==> config.mk <==
export PLATFORM = sky130hd
export DESIGN_NAME = tdm_demux4
export DESIGN_NICKNAME = d
export VERILOG_FILES = /design/src/rtl/tdm_demux_pkg.sv /design/src/rtl/tdm_slot_ctr.sv /design/src/rtl/tdm_demux4.sv
export SDC_FILE = /design/constraint.sdc
export NUM_CORES = 1
export LEC_CHECK = 0
export ABC_CLOCK_PERIOD_IN_PS = 5970
export CAP_MARGIN = 25
export CORE_MARGIN = 2
export CORE_UTILIZATION = 35
export CTS_CLUSTER_DIAMETER = 60
export DETAILED_ROUTE_END_ITERATION = 16
export PLACE_DENSITY_LB_ADDON = 0.12
export SLEW_MARGIN = 20
export SYNTH_ARGS = -nofsm -noshare
export SYNTH_HDL_FRONTEND = slang
export SYNTH_SLANG_ARGS = --single-unit
==> constraint.sdc <==
create_clock -name clk -period 5.97 [get_ports clk]
set_clock_uncertainty 0.1 [all_clocks]
set_input_delay 0.8955 -clock clk [delete_from_list [all_inputs] [get_ports clk]]
set_output_delay 0.8955 -clock clk [all_outputs]
set_load 0.02 [all_outputs]
==> src/rtl/tdm_demux_pkg.sv <==
// Shared constants, state encoding and the beat parity helper for the
// tdm_demux4 four-lane TDM demultiplexer.
package tdm_demux_pkg;

   // Lanes per TDM frame and the width of the slot index that walks them.
   localparam int NUM_LANES = 4;
   localparam int SLOT_W    = 2;

   // Framing state: HUNT searches for a start-of-frame beat, LOCKED tracks
   // slot positions inside aligned frames.
   typedef enum logic {
      HUNT   = 1'b0,
      LOCKED = 1'b1
   } tdm_state_e;

   // Odd parity over payload plus parity bit: a good beat has an odd number
   // of ones across both fields.
   function automatic logic odd_parity_ok(input logic [31:0] data,
                                          input int unsigned width,
                                          input logic par);
      logic acc;
      acc = par;
      for (int unsigned i = 0; i < 32; i++) begin
         if (i < width) begin
            acc = acc ^ data[i];
         end
      end
      return acc;
   endfunction

endpackage : tdm_demux_pkg

==> src/rtl/tdm_slot_ctr.sv <==
// Slot counter for tdm_demux4: a mod-4 position counter with increment
// enable, a synchronous load-to-1 used when a start-of-frame beat realigns
// the frame, and a synchronous clear back to slot 0.
// Priority when several controls are active: clr, then load1, then en.
module tdm_slot_ctr
   import tdm_demux_pkg::*;
(
   input  logic              clk,
   input  logic              rst_n,
   input  logic              en,
   input  logic              load1,
   input  logic              clr,
   output logic [SLOT_W-1:0] slot
);

   // Slot position register; wraps naturally from 3 to 0 on increment.
   always_ff @(posedge clk or negedge rst_n) begin
      if (!rst_n) begin
         slot <= '0;
      end else if (clr) begin
         slot <= '0;
      end else if (load1) begin
         slot <= SLOT_W'(1);
      end else if (en) begin
         slot <= slot + SLOT_W'(1);
      end
   end

endmodule : tdm_slot_ctr

==> src/rtl/tdm_demux4.sv <==
// tdm_demux4: receive side of a 4:1 TDM link. Beats arrive one per valid
// cycle; a beat flagged in_sof is slot 0 of a frame. Slots 0..2 are held in
// staging registers and the whole frame is copied into lane_q in one step
// when the slot-3 beat arrives, so consumers never see a partial frame.
//
// Optional feature macro: TDM_DEMUX_PARITY_EN adds the in_par input and the
// par_err output, and drops any beat whose odd parity check fails.
//
// Handshake: the input side is valid-only. A beat is consumed in every cycle
// where in_valid is high; there is no backpressure, and in_sof/in_data/in_par
// carry no meaning while in_valid is low. frame_vld, sync_err and par_err are
// single-cycle pulses with no ready; the consumer must sample them.
module tdm_demux4
   import tdm_demux_pkg::*;
#(
   parameter int DATA_W = 8
) (
   input  logic                        clk,
   input  logic                        rst_n,
   input  logic                        in_valid,
   input  logic [DATA_W-1:0]           in_data,
   input  logic                        in_sof,
`ifdef TDM_DEMUX_PARITY_EN
   input  logic                        in_par,
   output logic                        par_err,
`endif
   output logic [NUM_LANES*DATA_W-1:0] lane_q,
   output logic                        frame_vld,
   output logic                        locked,
   output logic                        sync_err,
   output tdm_state_e                  state_dbg
);

   tdm_state_e               state_q;
   tdm_state_e               state_d;
   logic [SLOT_W-1:0]        slot;

   // Slot-counter controls.
   logic                     ctr_en;
   logic                     ctr_load1;
   logic                     ctr_clr;

   // Staging write: store_en writes in_data into staging slot store_slot.
   logic                     store_en;
   logic [SLOT_W-1:0]        store_slot;
   logic [DATA_W-1:0]        stage0_q;
   logic [DATA_W-1:0]        stage1_q;
   logic [DATA_W-1:0]        stage2_q;

   // Frame commit and error pulses, one cycle ahead of the registered outputs.
   logic                     commit;
   logic                     sync_err_d;

`ifdef TDM_DEMUX_PARITY_EN
   logic                     par_ok;
   logic                     par_err_d;

   // Parity of the incoming beat; only meaningful while in_valid is high.
   always_comb begin
      par_ok = odd_parity_ok(32'(in_data), DATA_W, in_par);
   end
`endif

   tdm_slot_ctr u_slot_ctr (
      .clk   (clk),
      .rst_n (rst_n),
      .en    (ctr_en),
      .load1 (ctr_load1),
      .clr   (ctr_clr),
      .slot  (slot)
   );

   // Framing state register.
   always_ff @(posedge clk or negedge rst_n) begin
      if (!rst_n) begin
         state_q <= HUNT;
      end else begin
         state_q <= state_d;
      end
   end

   // Next-state, slot-counter control, staging write, commit and error decode.
   always_comb begin
      state_d    = state_q;
      ctr_en     = 1'b0;
      ctr_load1  = 1'b0;
      ctr_clr    = 1'b0;
      store_en   = 1'b0;
      store_slot = slot;
      commit     = 1'b0;
      sync_err_d = 1'b0;
`ifdef TDM_DEMUX_PARITY_EN
      par_err_d  = 1'b0;

      // A corrupt beat throws away any partial frame and forces a re-hunt;
      // a corrupt sof beat therefore never achieves lock.
      if (in_valid && !par_ok) begin
         par_err_d = 1'b1;
         state_d   = HUNT;
         ctr_clr   = 1'b1;
      end else
`endif
      if (in_valid) begin
         unique case (state_q)
            HUNT: begin
               // Only a sof beat can start alignment; everything else drops.
               if (in_sof) begin
                  store_en   = 1'b1;
                  store_slot = '0;
                  ctr_load1  = 1'b1;
                  state_d    = LOCKED;
               end
            end
            LOCKED: begin
               if (slot == '0) begin
                  if (in_sof) begin
                     store_en   = 1'b1;
                     store_slot = '0;
                     ctr_load1  = 1'b1;
                  end else begin
                     // Expected a frame start and did not get one: lose lock.
                     sync_err_d = 1'b1;
                     ctr_clr    = 1'b1;
                     state_d    = HUNT;
                  end
               end else if (in_sof) begin
                  // Early sof: abandon the partial frame and realign on this
                  // beat without leaving LOCKED.
                  sync_err_d = 1'b1;
                  store_en   = 1'b1;
                  store_slot = '0;
                  ctr_load1  = 1'b1;
               end else if (slot == SLOT_W'(NUM_LANES - 1)) begin
                  // Last slot: the beat goes straight into lane_q with the
                  // staged slots; the counter wraps to 0.
                  commit = 1'b1;
                  ctr_en = 1'b1;
               end else begin
                  store_en = 1'b1;
                  ctr_en   = 1'b1;
               end
            end
            default: begin
               state_d = HUNT;
               ctr_clr = 1'b1;
            end
         endcase
      end
   end

   // Staging registers for slots 0..2; slot 3 never needs staging.
   always_ff @(posedge clk or negedge rst_n) begin
      if (!rst_n) begin
         stage0_q <= '0;
         stage1_q <= '0;
         stage2_q <= '0;
      end else if (store_en) begin
         unique case (store_slot)
            2'd0:    stage0_q <= in_data;
            2'd1:    stage1_q <= in_data;
            2'd2:    stage2_q <= in_data;
            default: ;
         endcase
      end
   end

   // Committed frame: updated atomically only on a slot-3 beat.
   always_ff @(posedge clk or negedge rst_n) begin
      if (!rst_n) begin
         lane_q <= '0;
      end else if (commit) begin
         lane_q <= {in_data, stage2_q, stage1_q, stage0_q};
      end
   end

   // Registered single-cycle status pulses.
   always_ff @(posedge clk or negedge rst_n) begin
      if (!rst_n) begin
         frame_vld <= 1'b0;
         sync_err  <= 1'b0;
      end else begin
         frame_vld <= commit;
         sync_err  <= sync_err_d;
      end
   end

`ifdef TDM_DEMUX_PARITY_EN
   // Registered parity-failure pulse.
   always_ff @(posedge clk or negedge rst_n) begin
      if (!rst_n) begin
         par_err <= 1'b0;
      end else begin
         par_err <= par_err_d;
      end
   end
`endif

   // locked is a direct decode of the registered state, so it is glitch-free.
   assign locked    = (state_q == LOCKED);
   assign state_dbg = state_q;

endmodule : tdm_demux4

### Word level (Yosys, flattened, before mapping)

Index checks and enable logic that the tools add are counted.
W data, S select, Z words.

* output and inout bits: 36
* register bits after elaboration: 61
* word-level logic and storage cells: 48
* input bits: 12

* equality and inequality tests: 3
* reduce and logical (&&, ||, !) cells: 6
* $add $sub $neg: 1
* muxes and demuxes: 29
* bitwise logic cells: 1

Operators by type and width (count)
* $mux W1: 22
* $mux W2: 5
* $reduce_and A2 Y1: 3
* $eq A2 B2 Y1 const B: 2
* $logic_not A2 Y1: 2
* $pmux W1 S2: 2
* $reduce_bool A3 Y1: 1
* $add A2 B1 Y2 const B: 1
* $eq A2 B1 Y1 const B: 1
* $not A1 Y1: 1

### Longest topological paths before layout

Gate-level depths: netlist of run 1.

* depth in word-level cells: 7
* depth in mapped cells: 6
* mapped depth without buffers: 6

### Cells and area by module

From an unflattened synthesis of run 1, not the netlist that was laid out.

* cells, all modules: 146
* area total of the unflattened synthesis: 2432.3 um2

Modules (own cells, without submodules)
* tdm_demux4: cells each 138, instances 1, seq. area each 1476.4 um2, area each 2334.7 um2
* tdm_slot_ctr: cells each 8, instances 1, seq. area each 50.0 um2, area each 97.6 um2

### Least setup slack after synthesis of run 1

No wires, ideal clock.

* kind: input to register
* from: in in_sof
* to: reg lane_q[12]
* path buffers: 1
* setup slack: 3.929 ns
* data required time: 5.745 ns
* stages on the path: 4
* library setup time: 0.125 ns
* data arrival time: 1.817 ns
* cell sequence: nor2_1 nand3_2 buf_2 mux2_2

* longest elaborated chain between the ends: 4

RTL lines
* start, declared: RTL line tdm_demux4.sv:22 `input logic in_sof,`
* $mux W1: RTL line tdm_demux4.sv:126 `end else if (in_sof) begin`
* $mux W1: RTL line tdm_demux4.sv:115 `if (slot == '0) begin`
* $mux W1: RTL line tdm_demux4.sv:104 `unique case (state_q)`
* $mux W1: RTL line tdm_demux4.sv:103 `if (in_valid) begin`
* end signal, assigned: RTL line tdm_demux4.sv:172 `lane_q <= {in_data, stage2_q, stage1_q, stage0_q};`
* end, declared: RTL line tdm_demux4.sv:27 `output logic [NUM_LANES*DATA_W-1:0] lane_q,`

No other way between the ends.
A chain may end at the register's enable or synchronous reset.

### Final worst setup path of run 1

* from: in in_sof
* to: reg lane_q[5]

The elaborated chain is that of the path after synthesis.

==> flow_metrics.py, run 1 <==
metrics = {
    "status": {
        "status": "finished, final reports clean",
    },
    "setup_path": {
        "worst-path-max-fanout": 33,
        "crit_arrival_ps": 3020,
        "path_class": "in -> reg",
        "cp_slowest_cell": "nand3_2",
        "worstPathRequired_ps": 6080,
        "crit_path_max_incr_delay_ps": 730,
        "worstSetupStartpointType": "primary input",
        "cp_cell_sequence": "clkdlybuf4s50_1 > nor2_1 > nand3_2 > mux2_2",
        "endpoint_kind": "register",
        "r2r_slack_ps": 3300,
    },
    "logic_synthesis": {
        "netlist_area_um2": 2411,
        "synthCells": 153,
        "syn_area_per_cell_um2": 15.76,
        "synth_cell_types": 21,
        "synth_top_flop_cell": "dfrtp_1",
        "synth_top_cell_by_area": "dfrtp_1",
        "synth_fp_nets": 169,
        "synth.top_cell.area_share_pct": 63.31,
        "yosysWarningCount": 0,
        "synth.most_common_cell": "dfrtp_1",
        "synth_edf_count": 0,
        "ys_seq_area_share_pct": 63.31,
        "synth_seq_cells": 61,
        "async_flop_share_pct": 100.0,
        "synth_area_leaders": "dfrtp_1 63%, mux2_2 26%, ha_1 2.1%",
        "synth_common_cells": "61 x dfrtp_1, 56 x mux2_2, 5 x inv_1, 4 x ha_1, 4 x nor2_1",
    },
    "cts": {
        "path_clk_slew_ps": 60,
        "cts_sinks": 61,
        "cts-htree-levels": 3,
        "postCtsSetupBuffers": 0,
        "ctsHoldBuffers": 0,
        "cts_root_buf": "clkbuf_8",
        "cts_resized": 0,
        "tritoncts": "built",
        "cts.path.max_buffers": 2,
        "clk_latency_ps": 330,
        "cts-buffers-inserted": 9,
    },
    "placement": {
        "gp_congestion": 0.8509,
        "dp_hpwl_um": 2930,
        "io_buffer_count": 47,
    },
    "layout": {
        "finish.utilization_pct": 47.36,
        "area_growth_pct": 31.97,
        "n_antenna_cell": 0,
        "nFillCells": 560,
        "drive_gt1_share_pct": 36.79,
        "fin_nets": 223,
        "seqCellArea_um2": 1526,
        "multi_input_area_um2": 838.3,
    },
    "die": {
        "die_width_um": 87,
        "rows": 30,
        "io_pins": 48,
        "core_area_um2": 6719,
        "die_h_um": 87,
        "die-area_um2": 7569,
        "start_util_pct": 35.88,
    },
    "global_routing": {
        "gr-total-overflow": 0,
        "grt_max_degree": 62,
        "grt_pass1_wl_um": 7272,
        "antenna_found_initial": 0,
        "grt_pass1_vias": 1463,
        "track_usage_pct": 13.08,
    },
    "pwr": {
        "power_density_nw_per_um2": 548.9,
        "power_switching_mw": 0.5394,
        "p_int_mw": 1.207,
        "p_seq_share_pct": 40.0,
        "power.share.clock_pct": 23.3,
        "comb_power_share_pct": 36.6,
        "switching_share_pct": 30.89,
        "p_total_mw": 1.747,
        "p_leak_nw": 1.458,
        "vdd_drop_max_mv": 0.2921,
    },
    "min_path": {
        "min_path_type": "reg -> reg",
    },
    "sta": {
        "fmax_mhz": 343.6,
        "maxSlewViolCount": 0,
        "worstMarginPinSlew_ps": 849.0,
        "period_minus_slack_ps": 2910,
        "setup_viol": 0,
        "slew_headroom_pct": 43.34,
        "rsz0062_at_grt": "false",
        "hold_viol": 0,
        "setup_tns_ps": 0,
        "final.period_utilization_pct": 48.75,
    },
    "detailed_routing": {
        "wire_per_inst_um": 15.46,
        "first_iter_violations": 61,
        "ant_nets": 0,
        "route.detailed.drc": 0,
        "dr.pass1.iters": 4,
        "vias": 1431,
        "routed_wirelength_um": 4515,
        "via_per_inst": 4.901,
    },
    "run": {
        "maxCapViolations": 0,
    },
}
## final cells by class
class,count,area share [%]
tap,80,3.146
clock inverter,4,2.202
sequential,61,47.97
multi-input combinational,82,26.35
timing repair buffer,48,14.86
inverter,5,0.5899
clock buffer,12,4.876
## sequential cells by signal, indices dropped and copies added, names as in the netlist
register / flops
frame_vld: 1
lane_q: 32
locked: 1
stage0_q: 8
stage1_q: 8
stage2_q: 8
sync_err: 1
u_slot_ctr.slot: 2
## critical path: cells and delay by family
kind          cells  cell delay, ps
buf+inv           1             460
mux               1             550
simple gates      2            1090
## logic make-up after synthesis
| group | Yosys count | share of synthesized area, % |
|---|---|---|
| multiplexers | 56 | 26.15 |
| adder cells (fa/ha/maj) | 4 | 2.076 |
| flip-flops | 61 | 63.31 |
| buffers and inverters | 10 | 1.920 |
| AO/OA/AOI/OAI | 9 | 3.010 |
| AND/OR/NAND/NOR | 13 | 3.529 |
## layout by cell type (no fill, tap or decap), types with 2 or more instances in the layout
cell type,n
dfrtp_1,61
clkbuf_8,11
a21oi_1,3
inv_1,5
clkdlybuf4s50_1,46
nand2_1,2
mux2_2,56
nor2_1,4
clkinv_2,2
nand4_2,2
o21ai_0,2
bufinv_16,2
ha_1,4
## layer usage
metal | vias to the layer above | wire length (um) | track usage, %
met5 | - | 0 | 0
met4 | 0 | 70 | 7.528
met3 | 8 | 177 | 4.834
met2 | 41 | 2188 | 18.67
met1 | 732 | 2079 | 17.04
li1 | 650 | - | -
## per-stage QoR
stage / hold slack [ps] / setup slack, ps / std cells / cell area (um2)
detailed placement: 391.7 / 2663 / 276 / 2957
global route: 415.9 / 2894 / 292 / 3182
global placement: 383.0 / 2782 / 276 / 2957
CTS: 398.9 / 3008 / 292 / 3182
finish: 403.4 / 3060 / 292 / 3182
floorplan: 374.9 / 3929 / 153 / 2411
## power by group through the flow
stage	logic, mW	registers (mW)	clock network, mW
global placement	0.631	0.697	0
detailed placement	0.648	0.706	0
CTS	0.652	0.701	0.422
global route	0.684	0.724	0.441
floorplan	0.247	0.813	0
finish	0.640	0.699	0.407
## final timing paths
path	from	end	cells past startpoint
min reg2reg	lane_q[10]	lane_q[10]	1
max	in_sof	lane_q[5]	4
max reg2reg	u_slot_ctr.slot[0]	lane_q[5]	5
max in group asynchronous	rst_n	stage1_q[7]	2
min	lane_q[10]	lane_q[10]	1
min in group asynchronous	rst_n	lane_q[10]	2
No activity file was read; power rests on OpenSTA's default activity.
==> inputs of run 2 (changes only) <==
--- a/config.mk
+++ b/config.mk
@@ -5,7 +5,7 @@
 export SDC_FILE = /design/constraint.sdc
 export NUM_CORES = 1
 export LEC_CHECK = 0
-export ABC_CLOCK_PERIOD_IN_PS = 5970
+export ABC_CLOCK_PERIOD_IN_PS = 2400
 export CAP_MARGIN = 25
 export CORE_MARGIN = 2
 export CORE_UTILIZATION = 35
==> constraint.sdc (replaced) <==
create_clock -name clk -period 2.4 [get_ports clk]
set_clock_uncertainty 0.1 [all_clocks]
set_input_delay 0.36 -clock clk [delete_from_list [all_inputs] [get_ports clk]]
set_output_delay 0.36 -clock clk [all_outputs]
set_load 0.02 [all_outputs]
==> flow_metrics.py, run 2 (synthesized netlist as in run 1, its figures left out) <==
metrics = {
    "placement": {
        "place_ws_ps": 137.9,
        "io_buffer_count": 47,
        "gp_congestion": 0.7020,
        "place_area_um2": 2984,
        "placed_cells": 278,
        "dp_hpwl_um": 3122,
    },
    "detailed_routing": {
        "wire_per_inst_um": 15.87,
        "dr.pass1.iters": 4,
        "via_per_inst": 4.932,
        "route.detailed.drc": 0,
        "ant_nets": 0,
        "routed_wirelength_um": 4665,
        "vias": 1450,
        "first_iter_violations": 61,
    },
    "layout": {
        "final_common_cell": "dfrtp_1",
        "final_area_um2": 3152,
        "regMostFlops": "lane_q",
        "fin_cells": 294,
        "n_antenna_cell": 0,
        "layout_common_cells": "61 x dfrtp_1, 56 x mux2_2, 46 x clkdlybuf4s50_1",
        "largest_register_ffs": 32,
        "drive_gt1_share_pct": 36.45,
        "fin_nets": 226,
        "nFillCells": 595,
        "finish.utilization_pct": 46.91,
        "area_growth_pct": 30.72,
    },
    "sta": {
        "period_minus_slack_ps": 2260,
        "maxSlewViolCount": 0,
        "fmax_mhz": 442.4,
        "worstMarginPinSlew_ps": 582.4,
        "whs_ps": 397.5,
        "slew_headroom_pct": 61.17,
        "hold_viol": 0,
        "setup_viol": 0,
        "setup_tns_ps": 0,
        "final.period_utilization_pct": 94.18,
        "fin_ws_ps": 139.7,
        "rsz0062_at_grt": "false",
    },
    "setup_path": {
        "cp_top_family": "simple AND/OR/NAND/NOR gates",
        "endpoint_kind": "register",
        "cp_cell_sequence": "inv_1 > ha_1 > or4_1 > o22ai_4 > mux2_2",
        "cp_slowest_cell": "or4_1",
        "crit_path_max_incr_delay_ps": 520,
        "crit_buf_inv": 1,
        "path_class": "reg -> reg",
        "worst-path-max-fanout": 8,
        "crit_arrival_ps": 2380,
        "worstPathRequired_ps": 2520,
        "worstSetupStartpointType": "register",
    },
    "cts": {
        "clk_latency_ps": 330,
        "cts.path.max_buffers": 2,
        "cts_sinks": 61,
        "cts_resized": 0,
        "tritoncts": "built",
        "cts-buffers-inserted": 9,
        "postCtsSetupBuffers": 0,
        "cts_root_buf": "clkbuf_8",
        "ctsHoldBuffers": 1,
        "cts-htree-levels": 3,
        "path_clk_slew_ps": 70,
    },
    "min_path": {
        "min_path_type": "reg -> reg",
    },
    "status": {
        "status": "finished, final reports clean",
    },
    "die": {
        "die_width_um": 87,
        "start_util_pct": 35.88,
        "core_area_um2": 6719,
        "io_pins": 48,
        "rows": 30,
        "die-area_um2": 7569,
        "die_h_um": 87,
    },
    "global_routing": {
        "track_usage_pct": 13.81,
        "grt_max_degree": 40,
        "gr-total-overflow": 0,
        "antenna_found_initial": 0,
        "grt_pass1_wl_um": 7748,
        "grt_pass1_vias": 1530,
    },
    "pwr": {
        "p_total_mw": 4.090,
        "vdd_drop_max_mv": 0.5195,
        "p_leak_nw": 1.438,
        "power_density_nw_per_um2": 1298,
    },
    "run": {
        "maxCapViolations": 0,
    },
}
## run 2: changes by cell type in the layout (fill, tap and decap cells not counted), sizes merged
cell	delta
buf	+2
bufinv	-2
clkbuf	-1
clkinv	+1
clkinvlp	+1
dlygate4sd3	+1
## run 2: final timing paths
| path | from | slack (ps) | end | depth (start not counted) |
|---|---|---|---|---|
| max | u_slot_ctr.slot[0] | 140 | stage0_q[6] | 5 |
| max reg2reg | u_slot_ctr.slot[0] | 140 | stage0_q[6] | 5 |
| min reg2reg | stage0_q[2] | 400 | lane_q[2] | 1 |
| min | stage0_q[2] | 400 | lane_q[2] | 1 |
| min in group asynchronous | rst_n | 470 | sync_err | 2 |
| max in group asynchronous | rst_n | 1120 | stage0_q[2] | 3 |
## run 2: routing by layer
layer | vias up | part of all wire, % | GRT usage, %
met5 | - | 0 | 0
met4 | 0 | 1.8 | 5.966
met3 | 6 | 5.1 | 5.024
met2 | 44 | 48 | 21.37
met1 | 739 | 45 | 17.42
li1 | 661 | - | -
## run 2: worst reg2reg max path, stage by stage, from the launching register on
cell and delay, ps:
dfrtp_1 430, inv_1 110, ha_1 250, or4_1 520, o22ai_4 350, mux2_2 390
## run 2: final cells by class
class / instances / area, um2 / area share (%)
inverters: 5 / 18.77 / 0.5955
clock inverters: 4 / 26.28 / 0.8337
multi-input cells: 82 / 838.3 / 26.60
clock buffers: 11 / 131.4 / 4.168
well taps: 80 / 100.1 / 3.176
flip-flops and latches: 61 / 1526 / 48.43
repair buffers: 51 / 510.5 / 16.20
## run 2: power breakdown
part,internal [mW],switching [mW]
Clock,0.367,0.380
Sequential,1.49,0.259
Combinational,0.882,0.714
